File: src/rtl/divider_check_pkg.sv
// divider_check_pkg: shared state encoding and default widths for the divider result checker.
package divider_check_pkg;
  localparam int DW_DEF = 8;
  typedef enum logic [1:0] {IDLE, MUL, ADD, DONE} state_t;
endpackage

File: src/rtl/shift_add_mul_step.sv
// shift_add_mul_step: one shift-add multiplier step, adds d<<iter when the current quotient bit is set.
module shift_add_mul_step #(
  parameter int DW = 8,
  parameter int IW = $clog2(DW)
) (
  input  logic [2*DW-1:0] prod_i,
  input  logic [DW-1:0]   d_i,
  input  logic            q_lsb_i,
  input  logic [IW-1:0]   iter_i,
  output logic [2*DW-1:0] prod_o
);
  always_comb prod_o = q_lsb_i ? prod_i + ((2*DW)'(d_i) << iter_i) : prod_i;
endmodule

File: src/rtl/divider_result_reconstructor.sv
// divider_result_reconstructor: rebuilds q*d+r sequentially, reports |n-n_hat| and saturating error stats.
module divider_result_reconstructor
  import divider_check_pkg::*;
#(
  parameter int DW    = DW_DEF,
  parameter int ACC_W = 32,
  parameter int CNT_W = 16
) (
  input  logic              clk,
  input  logic              rst,
  input  logic              in_valid,
  output logic              in_ready,
  input  logic [2*DW-1:0]   n,
  input  logic [DW-1:0]     d,
  input  logic [DW-1:0]     q,
  input  logic [DW-1:0]     r,
  output logic              out_valid,
  input  logic              out_ready,
  output logic [2*DW-1:0]   n_hat,
  output logic [2*DW-1:0]   abs_err,
  input  logic              stat_clear,
  output logic [ACC_W-1:0]  err_sum,
  output logic [CNT_W-1:0]  err_cnt
);
  localparam int IW = $clog2(DW);
  state_t state_q, state_d;
  logic [2*DW-1:0] n_q, n_d, prod_q, prod_d, prod_nx, n_hat_q, n_hat_d, abs_err_q, abs_err_d, n_hat_c;
  logic [DW-1:0] d_q, d_d, q_q, q_d, r_q, r_d;
  logic [IW-1:0] iter_q, iter_d;
  logic ov_q, ov_d, accept, fire;
  logic [ACC_W-1:0] err_sum_q, err_sum_d, sum_base;
  logic [CNT_W-1:0] err_cnt_q, err_cnt_d, cnt_base;
  logic [ACC_W:0] sum_c;
  logic [CNT_W:0] cnt_c;
  shift_add_mul_step #(.DW(DW), .IW(IW)) u_step (
    .prod_i (prod_q),
    .d_i    (d_q),
    .q_lsb_i(q_q[0]),
    .iter_i (iter_q),
    .prod_o (prod_nx)
  );
  always_comb begin
    state_d   = state_q;
    n_d       = n_q;
    d_d       = d_q;
    q_d       = q_q;
    r_d       = r_q;
    prod_d    = prod_q;
    iter_d    = iter_q;
    n_hat_d   = n_hat_q;
    abs_err_d = abs_err_q;
    ov_d      = ov_q;
    in_ready  = state_q == IDLE;
    accept    = in_valid & in_ready;
    fire      = ov_q & out_ready;
    n_hat_c   = prod_q + (2*DW)'(r_q);
    case (state_q)
      IDLE: if (accept) begin
        n_d     = n;
        d_d     = d;
        q_d     = q;
        r_d     = r;
        prod_d  = '0;
        iter_d  = '0;
        state_d = MUL;
      end
      MUL: begin
        prod_d  = prod_nx;
        q_d     = q_q >> 1;
        iter_d  = iter_q + 1'b1;
        state_d = iter_q == IW'(DW-1) ? ADD : MUL;
      end
      ADD: begin
        n_hat_d   = n_hat_c;
        abs_err_d = n_q >= n_hat_c ? n_q - n_hat_c : n_hat_c - n_q;
        state_d   = DONE;
      end
      DONE: begin
        ov_d    = !fire;
        state_d = fire ? IDLE : DONE;
      end
      default: state_d = IDLE;
    endcase
    // a clear coinciding with a handshake lets that result seed the fresh statistics
    sum_base  = stat_clear ? '0 : err_sum_q;
    cnt_base  = stat_clear ? '0 : err_cnt_q;
    sum_c     = {1'b0, sum_base} + (ACC_W+1)'(abs_err_q);
    cnt_c     = {1'b0, cnt_base} + (CNT_W+1)'(1);
    err_sum_d = !fire ? sum_base : sum_c[ACC_W] ? '1 : sum_c[ACC_W-1:0];
    err_cnt_d = !fire ? cnt_base : cnt_c[CNT_W] ? '1 : cnt_c[CNT_W-1:0];
  end
  always_ff @(posedge clk) begin
    if (rst) begin
      state_q   <= IDLE;
      n_q       <= '0;
      d_q       <= '0;
      q_q       <= '0;
      r_q       <= '0;
      prod_q    <= '0;
      iter_q    <= '0;
      n_hat_q   <= '0;
      abs_err_q <= '0;
      ov_q      <= 1'b0;
      err_sum_q <= '0;
      err_cnt_q <= '0;
    end else begin
      state_q   <= state_d;
      n_q       <= n_d;
      d_q       <= d_d;
      q_q       <= q_d;
      r_q       <= r_d;
      prod_q    <= prod_d;
      iter_q    <= iter_d;
      n_hat_q   <= n_hat_d;
      abs_err_q <= abs_err_d;
      ov_q      <= ov_d;
      err_sum_q <= err_sum_d;
      err_cnt_q <= err_cnt_d;
    end
  end
  assign out_valid = ov_q;
  assign n_hat     = n_hat_q;
  assign abs_err   = abs_err_q;
  assign err_sum   = err_sum_q;
  assign err_cnt   = err_cnt_q;
endmodule

File: config.mk
export PLATFORM = sky130hd
export DESIGN_NAME = divider_result_reconstructor
export DESIGN_NICKNAME = d
export VERILOG_FILES = /design/src/rtl/divider_check_pkg.sv /design/src/rtl/shift_add_mul_step.sv /design/src/rtl/divider_result_reconstructor.sv
export SDC_FILE = /design/constraint.sdc
export NUM_CORES = 1
export LEC_CHECK = 0
export CAP_MARGIN = 20
export CORE_MARGIN = 10
export CORE_UTILIZATION = 27
export CTS_BUF_LIST = sky130_fd_sc_hd__clkbuf_8 sky130_fd_sc_hd__clkbuf_16
export DETAILED_ROUTE_END_ITERATION = 6
export MAX_ROUTING_LAYER = met4
export PLACE_DENSITY_LB_ADDON = 0.25
export SYNTH_ARGS = -nofsm -noshare
export SYNTH_HDL_FRONTEND = slang
export SYNTH_SLANG_ARGS = --single-unit
export TNS_END_PERCENT = 1
File: constraint.sdc
create_clock -name clk -period 10.28 [get_ports clk]
set_input_delay 3.084 -clock clk [delete_from_list [all_inputs] [get_ports clk]]
set_output_delay 3.084 -clock clk [all_outputs]
set_load 0.005 [all_outputs]
==> impl_metrics.yaml <==
outcome:
  status: "finished, final reports clean"
critical_path:
  cp.required_ns: 10.60
  slowest_delay_ns: 0.71
  critPathArrivalTime_ns: 6.86
  r2r-end: "abs_err[4]"
  crit_chain: "clkdlybuf4s50_1, buf_4, inv_1, nand2_1, fa_1, nor2b_1, o21ai_1, a21oi_1, o211a_1, o21a_1, a21oi_1, buf_4, nand3_1, mux2i_1, nor3b_1"
  worstRegToRegCells: 20
  start_kind: "primary input"
  critPathSlowestCell: "a21oi_1"
  path_class: "primary input to flop"
  r2r_start: "prod_q[0]"
  end_kind: "flop"
  r2r_setup_slack_ns: 4.62
  cp_max_fo: 31
  crit_start: "stat_clear"
yosys:
  synth-edff-count: 0
  postSynthCellCount: 1181
  netlist.area_leader.share_pct: 30.6
  syn-num-nets: 1303
  synth_adder_area_share_pct: 10.8
  synth_xor_area_share_pct: 6.29
  ys_seq_area_share_pct: 30.6
  synth.largest_area_cell: "dfxtp_1"
  synth_top_family_by_area: "compound AO/OA/AOI/OAI gates"
  yosysUniqueCellTypes: 74
  ys.flop_type: "dfxtp_1"
  muxShareOfSynthArea_pct: 2.92
  netlist_top_cells_area: "dfxtp_1 (31%), ha_1 (9.7%), a21oi_1 (6.8%)"
  ys_ff_latch: 142
  async_reset_ff_share_pct: 0
  synthSimpleGateAreaFrac_pct: 21.7
  synth_compound_area_share_pct: 22.1
  netlist_area_mm2: 0.00930
  avgSynthCellArea_um2: 7.88
  ys_warn_count: 0
timing:
  grt_setup_unrepaired: "no"
  drv_slew: 0
  timing.slew.headroom_pct: 29.9
  fin_tns_setup_ns: 0
  layout_setup_ws_ns: 3.75
  fmaxAchievable_mhz: 153
  hold_violations: 0
  fin_crit_sh_pct: 63.6
  tightest_slew_ns: 1.05
  fin_skew_ns: 0.0125
  whs_ns: 0.455
  setup_viol: 0
  min_period_ns: 6.53
global_route:
  grt_max_degree: 69
  grt-ovfl-total: 0
  grt_pass1_vias: 8281
  grt_usage_pct: 13.6
  antenna_found_initial: 0
  grt_pass1_wl_um: 44800
cts:
  cts_hold_buf: 0
  post_cts_buffers: 0
  clk_latency_ns: 0.44
  cts-resized-gates: 0
  tritoncts: "yes"
  cts_inserted_buffers: 17
  ctsRootBufferMaster: "clkbuf_16"
  htree_levels: 4
  cts_sinks: 142
  clockBufferDepth: 2
  clk_pin_slew_ns: 0.06
placement:
  hpwlAfterDp_um: 21700
  pre_cts_ws_ns: 3.24
  gp_congestion: 0.870
  io_buffer_count: 126
power:
  p_per_area_mw_per_mm2: 129
  peakVddDrop_v: 0.000111
  power.total_w: 0.00148
  leakage_nw: 4.37
routing:
  drtIter0Drc: 400
  drt-vias-per-instance: 4.93
  wl_um: 28700
  wire_per_inst_um: 16.6
  drc: 0
  dr.pass1.iters: 6
  ant_nets: 0
  vias: 8547
layout:
  antennaDiodeCount: 0
  final-seq-area_mm2: 0.00284
  fillers: 3544
  final_common_cell: "nand2_1"
  multi_input_area_mm2: 0.00594
  final_cell_mix: "nand2_1 (162), dfxtp_1 (142), a21oi_1 (126)"
  fin_nets: 1394
  drive_gt1_share_pct: 5.84
  area_growth_pct: 23.6
worst_hold_path:
  min_path_cells: 2
  hp-start: "q_q[1]"
  hold_path.class: "flop to flop"
  min_to: "q_q[1]"
die:
  floorplan.die.height_um: 206
  placementRows: 67
  core_area_mm2: 0.0338
  start_util_pct: 27.5
  num_io_pins: 127
  die_x_um: 206
  dieArea_mm2: 0.0423
run:
  maxCapViolCount: 0
## routing by layer
metal,track usage (%),up-vias,part of all wire (%)
met5,-,-,0
met4,3.60,0,1.7
li1,-,4337,-
met1,16.4,3986,46
met3,3.15,32,5.5
met2,22.5,192,47
## how the worst max path moves through the flow
stage / end / cells after the start
after floorplan: err_sum[28] / 15
after global placement: err_sum[14] / 15
after detailed placement: err_sum[14] / 15
after CTS: err_sum[14] / 15
after global routing: err_sum[14] / 15
final: err_sum[14] / 15
## power by group
group,internal [W],switching [W]
registers,0.000560,0.0000117
clock network,0.000395,0.000261
logic,0.000106,0.000146
total,0.00106,0.000419
## cell usage after synthesis (6+ instances only)
cell,number
nand2_1,162
dfxtp_1,142
a21oi_1,126
nor2_1,87
ha_1,72
o21ai_0,61
inv_1,56
clkbuf_1,47
xnor2_1,42
nor2b_1,37
nand3_1,36
nor3_1,25
xor2_1,23
mux2i_1,20
a211oi_1,19
a22oi_1,19
a21o_1,17
nand2b_1,15
or3_1,11
and3_1,10
nand4_1,10
and2_1,8
o21a_1,8
a31oi_1,7
and4_1,6
buf_6,6
## cells by family (layout without fill, tap and decap cells)
| logic type | count (synthesis) | in the layout |
|---|---|---|
| and+or+nand+nor | 427 | 427 |
| AOI/OAI and AO/OA | 322 | 322 |
| DFF | 142 | 142 |
| buffers and inverters | 121 | 225 |
| adders and majority gates | 77 | 77 |
| xor gates and xnor gates | 66 | 66 |
| muxes | 26 | 26 |
## worst max-delay path: cells and delay by family
family,cells,cell delay [ns]
multiplexers,1,0.15
adder cells (fa/ha/maj),1,0.23
AND/OR/NAND/NOR,4,0.42
buffers and inverters,4,1.47
AO/OA/AOI/OAI,5,1.47
## sequential cells by signal, indices dropped and copies added, names as in the netlist
name and flops:
r_q 8, q_q 8, prod_q 16, d_q 8, state_q 2, n_q 16
abs_err 16, n_hat 16, out_valid 1, err_cnt 16, err_sum 32, iter_q 3
## cell type report
class	instances	share of cell area (%)
Tap cell	448	4.87
Sequential cell	142	24.7
Clock buffer	19	3.94
Multi-Input combinational cell	918	51.6
Clock inverter	13	1.41
Inverter	57	1.86
Timing Repair Buffer	136	11.6
## stage by stage
step	std cells	util [%]	cell area [µm²]
6_report	1733	34.0	11500
4_1_cts	1732	34.0	11500
5_1_grt	1733	34.0	11500
3_5_place_dp	1700	32.2	10900
2_1_floorplan	1181	-	9300
3_3_place_gp	1700	32.2	10900
Power figures use the tool's default switching activity.
